--- src/rtl/bcd_down_timer.sv ---
// ---------------------------------------------------------------------------
// bcd_down_timer
//   Presettable multi-digit BCD countdown timer. It loads a BCD preset,
//   counts down one step per enabled clock while running, pulses TC for one
//   cycle on reaching terminal count, then stops in DONE.
//
//   Optional feature (define AUTO_RELOAD_EN): on terminal count the preset
//   held in the reload register is loaded back into Q. The timer stays in
//   RUN and TC still pulses. A zero reload value falls back to DONE.
//
// Parameters
//   DIGITS : number of BCD digits; Q and D are 4*DIGITS bits wide.
//
// Ports
//   CP    : clock, rising edge
//   CLR   : synchronous active-high clear (highest priority)
//   PE    : synchronous parallel load of sanitised D (aborts a countdown)
//   D     : BCD preset, digit 0 = D[3:0]; digits above 9 load as 9
//   START : begin countdown from IDLE when Q is non-zero
//   EN    : count enable while running; 0 holds Q
//   Q     : registered BCD count
//   BUSY  : high while in RUN
//   TC    : one-cycle terminal-count pulse
//   ZERO  : combinational Q == 0
// ---------------------------------------------------------------------------
module bcd_down_timer #(
    parameter int DIGITS = 4
) (
    input  logic                CP,
    input  logic                CLR,
    input  logic                PE,
    input  logic [4*DIGITS-1:0] D,
    input  logic                START,
    input  logic                EN,
    output logic [4*DIGITS-1:0] Q,
    output logic                BUSY,
    output logic                TC,
    output logic                ZERO
);

    localparam int W = 4 * DIGITS;

    localparam logic [1:0] S_IDLE = 2'd0;
    localparam logic [1:0] S_RUN  = 2'd1;
    localparam logic [1:0] S_DONE = 2'd2;

    logic [1:0]   state;
    logic [W-1:0] d_clean;
    logic [W-1:0] q_dec;
    logic         q_is_one;

`ifdef AUTO_RELOAD_EN
    logic [W-1:0] reload;
`endif

    // Clamp any non-BCD preset digit to 9.
    always_comb begin
        d_clean = '0;
        for (int i = 0; i < DIGITS; i++) begin
            d_clean[4*i +: 4] = (D[4*i +: 4] > 4'd9) ? 4'd9 : D[4*i +: 4];
        end
    end

    // BCD decrement with a borrow ripple. The top digit's final borrow is
    // dropped: the count is never decremented from zero.
    always_comb begin
        logic borrow;
        borrow = 1'b1;
        q_dec  = '0;
        for (int i = 0; i < DIGITS; i++) begin
            if (borrow) begin
                if (Q[4*i +: 4] == 4'd0) begin
                    q_dec[4*i +: 4] = 4'd9;
                end else begin
                    q_dec[4*i +: 4] = Q[4*i +: 4] - 4'd1;
                    borrow          = 1'b0;
                end
            end else begin
                q_dec[4*i +: 4] = Q[4*i +: 4];
            end
        end
    end

    assign q_is_one = (Q == W'(1));
    assign ZERO     = (Q == '0);
    assign BUSY     = (state == S_RUN);

    always_ff @(posedge CP) begin
        if (CLR) begin
            Q     <= '0;
            state <= S_IDLE;
            TC    <= 1'b0;
`ifdef AUTO_RELOAD_EN
            reload <= '0;
`endif
        end else if (PE) begin
            Q     <= d_clean;
            state <= S_IDLE;
            TC    <= 1'b0;
`ifdef AUTO_RELOAD_EN
            reload <= d_clean;
`endif
        end else begin
            TC <= 1'b0;
            case (state)
                S_IDLE: begin
                    // A zero count has nothing to run: stay idle, no TC.
                    if (START && !ZERO) state <= S_RUN;
                end
                S_RUN: begin
                    if (EN) begin
                        if (q_is_one) begin
                            TC <= 1'b1;
`ifdef AUTO_RELOAD_EN
                            if (reload != '0) begin
                                Q <= reload;
                            end else begin
                                Q     <= '0;
                                state <= S_DONE;
                            end
`else
                            Q     <= '0;
                            state <= S_DONE;
`endif
                        end else begin
                            Q <= q_dec;
                        end
                    end
                end
                S_DONE: begin
                    // Terminal state: only PE or CLR leave it.
                end
                default: state <= S_IDLE;
            endcase
        end
    end

endmodule

--- config.mk ---
export PLATFORM = sky130hd
export DESIGN_NAME = bcd_down_timer
export DESIGN_NICKNAME = d
export VERILOG_FILES = /design/src/rtl/bcd_down_timer.sv
export SDC_FILE = /design/constraint.sdc
export NUM_CORES = 1
export LEC_CHECK = 0
export CELL_PAD_IN_SITES_DETAIL_PLACEMENT = 1
export CELL_PAD_IN_SITES_GLOBAL_PLACEMENT = 1
export CORE_MARGIN = 5
export CORE_UTILIZATION = 32
export DETAILED_ROUTE_END_ITERATION = 8
export HOLD_SLACK_MARGIN = 0.08
export PLACE_DENSITY_LB_ADDON = 0.1
export SLEW_MARGIN = 20
export SYNTH_ARGS = -nofsm -noshare
export SYNTH_HDL_FRONTEND = slang
export SYNTH_SLANG_ARGS = --single-unit
export TNS_END_PERCENT = 20
--- constraint.sdc ---
create_clock -name CP -period 1.75 [get_ports CP]
set_input_delay 0.4375 -clock CP [delete_from_list [all_inputs] [get_ports CP]]
set_output_delay 0.4375 -clock CP [all_outputs]
set_load 0.02 [all_outputs]
Word-level counts from Yosys, hierarchy flattened
Index checks and enable logic that the tools add are counted.

Bits in registers: 19. Logic and storage cells: 68.

Add/subtract/negate cells: 4. $lt $le $gt $ge: 4. Eq/ne operators: 6. Multiplexer cells: 25. Bitwise logic cells: 3. Reductions and logical operators: 20.

Operator list (count): $mux 16 (4); $mux 4 (11); $eq 16x1->1 const B (1); $gt 4x4->1 const B (4); $logic_not 16->1 (1); $logic_not 4->1 (4); $sub 4x1->4 const B (4); $reduce_and 3->1 (3); $reduce_bool 3->1 (3); $mux 1 (6); $mux 2 (3); $pmux 2 s3 (1); $ne 2x2->1 const B (2); $reduce_and 4->1 (1); $reduce_bool 2->1 (2); $reduce_or 4->1 (1); $not 1->1 (3); $eq 2x1->1 const B (1); $eq 2x2->1 const B (1); $logic_not 2->1 (1); $ne 2x1->1 const B (1); $reduce_and 2->1 (1); $reduce_or 2->1 (1); $logic_and 1x1->1 (1); $logic_not 1->1 (1).

Logic depth before layout (Yosys ltp)
Gate-level depths: netlist (run 1).

Depth in word-level cells: 9. Gate-level depth with buffers: 7.

Least setup slack after synthesis (run 1)
No wires, ideal clock.

Path kind: register to output. From: reg Q[4]. To: out ZERO. Arrival time: 1.513 ns. Required time: 1.312 ns. Slack: -0.200 ns. Cell stages (with the launch flop): 6. Path through: dfxtp_1 > inv_1 > ha_1 > nor3b_4 > nand2_1 > nor2_1.

Longest elaborated chain between the ends: 1.

Ends and longest elaborated chain: start: declaration (line 35) `output logic [4*DIGITS-1:0] Q,`; start signal: assignment (line 97) `Q <= d_clean;`; start signal: assignment (line 126) `Q <= q_dec;`; $logic_not 16->1 (line 85) `assign ZERO = (Q == '0);`; end: declaration (line 38) `output logic ZERO`.

No other way between the ends.

Worst setup path in the final report (run 1)
Same ends and word-level chain as after synthesis.

==> summary.md, run 1 <==
| Metric | Value |
|---|---|
| Final min period | 1.85 ns |
| Initial DRC Count | 52 |
| Htree depth | 1 |
| Via Count | 1732 |
| ANT nets after route | 0 |
| Syn Area/Cell | 8.91 µm² |
| Clk slew on worst S/H paths | 0.08 ns |
| Pleak | 1.08 nW |
| Die Wd | 78.4 µm |
| Tightest Pin Transition | around 0.43 ns |
| CTS tree | built |
| Top cell type's share of synthesized area | about a quarter |
| M1 GR Usage | between 20% and 30% |
| Setup TNS | -0.306 ns |
| CP arrival | 1.41 ns |
| Worst hold slack | 0.621 ns |
| Post-synth EDFFs | 0 |
| FF+latch count, synth | 19 |
| Final core utilization | roughly three fifths |
| Drt drc | 0 |
| R2R Setup Slk | -0.08 ns |
| Register area share after synthesis | 25.4% |
| Tot GR Track Use | about a fifth |
| CP Launch Type | flip-flop |
| Pin count of the biggest net entering global routing | 22 |
| Finished Cell Area | about 2600 µm² |
| Placed cell area | 2320 µm² |
| Total congestion overflow | 0 |
| Vias per cell | 5.57 |
| Vias in the first global route | 1929 |
| DP Worst Slack | -0.384 ns |
| Initial core utilization | 33.7% |
| # diodes | 0 |
| Netlist cell types | 51 |
| Setup violators final | 6 |
| Final worst-path setup slack | -0.0962 ns |
| M3 GR Usage | about 2.2% |
| Peak Freq | 0.542 GHz |
| RSZ-0062 raised after global routing | yes |
| Synth Warn # | 0 |
| Clock Skews | 0.000973 ns |
| Kind of critical path | flip-flop to output pin |
| Syn_nets | 197 |
| VDD IR max | 0.000351 V |
| Nets | 289 |
| Gpl congestion | 0.819 |
| Share of cells above drive strength 1 | 47.5% |
| Met2 Use GR | about two fifths |
| Area growth, synth to finish | 74.2% |
| Hold Crit Class | input port to flip-flop |
| Drt wl/cell | between 15 and 20 µm |
| IO Pins | 40 |
| FP Rows | 24 |
| Failing checks | negative setup slack |
| Mapped cell area | 1500 µm² |
| Gr busiest metal | met2 |
| Leading area contributor after synthesis | dfxtp_1 |
| Finished Layout Cells | 311 |
| Max_cap viols | 0 |
| Crit path capture type | output pin |
| Top_reg_cell synth | dfxtp_1 |
| CTS Buf Count | 3 |
| Clk buf depth | 2 |
| Initial antenna violation count | 0 |
| Main area contributors after synthesis | dfxtp_1, ha_1, a211oi_1 |
| DPL Wire Length | 4.31 mm |
| Storage cell area | 405 µm² |
| TritonRoute pass-1 iters | 4 |
| Clock sink total | 19 |
| Max-slew headroom | 71.3% |
| Placed cells | approximately 300 |
| Status | finished, violations left |
| Worst Path Max Fanout | 2 |
| Root buf cell | clkbuf_8 |
| Final Max Slew Viols | 0 |
| Die area | 6150 µm² |
| Multi-input logic area | 1190 µm² |
| Die height | 78.4 µm |
| Core Area | 4440 µm² |
| Final wirelength | 5.91 mm |
| IO buf count | 39 |
| Mapped Cells | 168 |
| Final hold violation count | 0 |
| Power per cell area | 681 nW/µm² |
| Clock latency on the worst-skew pair | 0.26 ns |
| Fillers | 497 |
| First-pass GRT wire length | 9.59 mm |
| CTS Hold Bufs | 0 |
| Req. time, crit path | 1.31 ns |
| Ys async rst share | 0% |
| Period utilization | 105% |
| Overall power | ~1.8 mW |
==> registers in the layout (all words and copies together) (netlist names) <==
register / cells
state: 2
Q: 16
TC: 1
==> cell type report <==
class	instances	area share (%)
clock inverters	1	0.192
repair buffers	96	32.6
well taps	52	2.49
inverters	12	2.11
multi-input cells	128	45.5
flip-flops and latches	19	15.5
clock buffers	3	1.58
==> where the power goes <==
part	switching, mW	total (mW)	internal [mW]
clock	0.172	0.331	0.159
sequential	0.0340	0.505	0.471
combinational	0.462	0.941	0.479
==> cells in the mapped netlist (2+ instances only) <==
cell type,number
mux2_2,2
inv_1,12
a21oi_1,12
a211oi_1,10
nand3b_1,4
o21ai_0,6
xnor2_1,3
o31ai_1,6
a221o_2,2
o21ba_2,3
o21a_1,5
dfxtp_1,19
clkbuf_1,4
nor3b_4,4
or2_2,2
ha_1,8
and4_1,2
buf_2,3
o31a_1,2
buf_6,3
nand2_1,6
a31oi_1,4
nor2_1,12
o21bai_1,2
nor2b_1,2
nor3_1,5
==> cell usage in the layout (no fill, tap or decap), drive strengths merged, types with 8 or more instances in the layout <==
| cell | n |
|---|---|
| dfxtp | 19 |
| a21oi | 12 |
| buf | 58 |
| inv | 12 |
| a211oi | 11 |
| clkdlybuf4s50 | 20 |
| dlygate4sd2 | 18 |
| nor2 | 12 |
| ha | 8 |
==> worst max-delay path: stages, from the launching register on <==
cell     delay [ns]
dfxtp_4        0.36
inv_4          0.06
ha_4           0.12
nor3b_4        0.23
nand2_2        0.12
nor2_4         0.13
buf_6          0.12
==> kinds of logic (layout without fill, tap and decap cells) <==
logic type	count (synthesis)	in the layout	share of synthesized area, %
buffers and inverters	22	112	7.27
xor gates and xnor gates	3	3	1.75
muxes	2	2	1.50
AOI/OAI and AO/OA	69	70	36.8
and+or+nand+nor	45	45	20.6
DFF	19	19	25.4
adders and majority gates	8	8	6.68
==> layer usage <==
layer | vias up | wire, µm
met5 | - | 0
met4 | 0 | 54
met3 | 6 | 173
met2 | 34 | 3230
met1 | 864 | 2450
li1 | 828 | -
==> what timing repair did <==
action                     4_1_cts  5_1_grt
cloned                           1        0
buffers inserted                 8        1
hold endpoints to repair         0        0
setup endpoints to repair       33       16
pin swaps                        7       11
resized for setup               55       11
==> worst paths after layout <==
check | start | end | depth (start not counted)
worst max-delay path | Q[4] | ZERO | 6
worst min-delay path | EN | TC | 2
worst max register to register | Q[1] | Q[4] | 8
worst min register to register | state[1] | state[0] | 2
No activity file was read; power rests on OpenSTA's default activity.
==> run 2, diff against run 1 <==
--- a/config.mk
+++ b/config.mk
@@ -8,7 +8,8 @@
 export CELL_PAD_IN_SITES_DETAIL_PLACEMENT = 1
 export CELL_PAD_IN_SITES_GLOBAL_PLACEMENT = 1
 export CORE_MARGIN = 5
-export CORE_UTILIZATION = 32
+export CORE_UTILIZATION = 30
+export CTS_BUF_LIST = sky130_fd_sc_hd__clkbuf_8 sky130_fd_sc_hd__clkbuf_16
 export DETAILED_ROUTE_END_ITERATION = 8
 export HOLD_SLACK_MARGIN = 0.08
 export PLACE_DENSITY_LB_ADDON = 0.1
==> run 2 against run 1 <==
Net effect: the run still ends with negative setup slack left; clock skew up 0.0091 ns; global-route usage down 2.3 points; power down 3.1%; non-clock buffer count down 1; critical endpoint unchanged; final cell count up 4.2%.
==> summary.md, run 2 (synthesis gave the netlist of run 1 again) <==
| Metric | Value |
|---|---|
| ANT nets after route | 0 |
| Status | finished, violations left |
| Finished Cell Area | 2590 µm² |
| CTS tree | built |
| Vias per cell | 5.17 |
| Failing checks | negative setup slack |
| Placed cell area | 2350 µm² |
| DPL Wire Length | roughly 4.3 mm |
| Top Registers | Q: 16 flops, state: 2 flops, TC: 1 flops |
| Vias in the first global route | 1786 |
| Overall power | 1.72 mW |
| Worst hold slack | 0.527 ns |
| Sw power | 0.624 mW |
| Worst R2R End | Q[6] |
| Drt wl/cell | ~18 µm |
| Area growth, synth to finish | 72.8% |
| Top reg by flops | Q |
| RSZ-0062 raised after global routing | yes |
| # diodes | 0 |
| Commonest non-fill, non-tap cell in the layout | buf_4 |
| Pleak | 1.09 nW |
| Crit path from | Q[8] |
| FP Rows | 25 |
| TritonRoute pass-1 iters | 4 |
| First-pass GRT wire length | 8.80 mm |
| Largest register FFs | 16 |
| CTS Hold Bufs | 0 |
| Final worst-path setup slack | -0.0975 ns |
| CTS Buf Count | 3 |
| Final min period | approximately 1.8 ns |
| Initial antenna violation count | 0 |
| Period utilization | 106% |
| Die Wd | between 80 and 90 µm |
| Worst Path Max Fanout | 2 |
| Cell depth of the worst flop-to-flop path | 8 |
| R2R Path Start | Q[4] |
| IO buf count | 39 |
| Fillers | 566 |
| R2R Setup Slk | -0.08 ns |
| Tot GR Track Use | around 17% |
| Root buf cell | clkbuf_8 |
| CP Launch Type | flip-flop |
| Clock sink total | 19 |
| Kind of critical path | flip-flop to output pin |
| Gpl congestion | 0.819 |
| Nets | 287 |
| Max-slew headroom | 66.7% |
| Via Count | 1675 |
| Setup violators final | 9 |
| Worst setup path endpoint | ZERO |
| Crit path capture type | output pin |
| Core Area | 4790 µm² |
| Internal | 1.10 mW |
| Die height | 80.7 µm |
| Power per cell area | between 600 and 700 nW/µm² |
| Htree depth | 1 |
| Sequential power share | 29.7% |
| Initial core utilization | 31.3% |
| IO Pins | 40 |
| Most frequent cells in the layout | buf_4, clkdlybuf4s50_1, dlygate4sd2_1 |
| Initial DRC Count | 46 |
| Drt drc | 0 |
| Clock latency on the worst-skew pair | 0.26 ns |
| Share of cells above drive strength 1 | ~46% |
| Tightest Pin Transition | 0.497 ns |
| Req. time, crit path | approximately 1.3 ns |
| Peak Freq | 0.541 GHz |
| Die area | 6510 µm² |
| Clk buf depth | 2 |
| CP arrival | about 1.4 ns |
| Max_cap viols | 0 |
| Final hold violation count | 0 |
| Final Max Slew Viols | 0 |
| Pin count of the biggest net entering global routing | 13 |
| Switching share of total power | 36.2% |
| Hold Crit Class | input port to flip-flop |
| Final wirelength | 5.72 mm |
| Logic pwr share | 52.2% |
| Clk slew on worst S/H paths | 0.08 ns |
| VDD IR max | 0.000503 V |
| Clock Skews | ~0.01 ns |
| Clock Power Share | a little under a fifth |
| Total congestion overflow | 0 |
[run 2: cell count changes in the layout (fill, tap and decap cells not counted), sizes merged]
cell           delta
dlymetal6s2s      +2
clkinv            -1
inv               +1
buf               -1
a41oi             -1
dlygate4sd2       -1
clkdlybuf4s50     -1
[run 2: worst max-delay path, stage by stage (launching register included)]
cell     delay (ns)
dfxtp_4        0.36
inv_4          0.06
ha_4           0.13
nor3b_4        0.23
nand2_2        0.11
nor2_4         0.13
buf_6          0.12
[run 2: power groups by stage]
stage	combinational, mW	sequential (mW)	clock, mW
after floorplan	0.360	0.572	0
after global placement	0.780	0.510	0
after detailed placement	0.804	0.513	0
after CTS	0.791	0.504	0.323
after global routing	0.972	0.516	0.341
final	0.899	0.511	0.312
[run 2: how the worst min path moves through the flow]
stage	slack (ns)	depth (start not counted)	from	endpoint
floorplan	0.52	2	Q[9]	Q[9]
global placement	0.54	2	state[1]	state[0]
detailed placement	0.58	2	state[1]	state[0]
CTS	0.59	2	state[1]	state[0]
global route	0.54	2	EN	TC
finish	0.53	2	EN	TC
[run 2: what timing repair did]
item                                    in CTS  in global routing
endpoints found under the setup margin      32                 18
resized for setup                           26                 38
buffers inserted                             0                  8
pin swaps                                    1                 19
[run 2: final cells by class]
type | instances | area [µm²] | share of cell area [%]
clock inverter | 1 | 3.75 | 0.145
tap | 67 | 83.8 | 3.24
multi-input combinational | 127 | 1140 | 44.1
clock buffer | 3 | 41.3 | 1.60
timing repair buffer | 95 | 851 | 32.9
sequential | 19 | 405 | 15.7
inverter | 12 | 60.1 | 2.32
[run 2: metrics by stage]
stage | util [%] | std cells | setup WS, ns | TNS, ns
global placement | 49.2 | 312 | -0.283 | -3.35
detailed placement | 49.2 | 312 | -0.312 | -4.10
finish | 54.1 | 324 | -0.0975 | -0.357
CTS | 49.9 | 316 | -0.137 | -1.05
floorplan | - | 168 | -0.0209 | -0.0209
global route | 54.1 | 324 | -0.171 | -1.36
[run 2: layer usage]
layer,global-route usage [%],share of wire (%)
met1,21.5,43
met2,30.8,53
met3,3.25,3.6
met4,3.04,0.54
met5,0,0
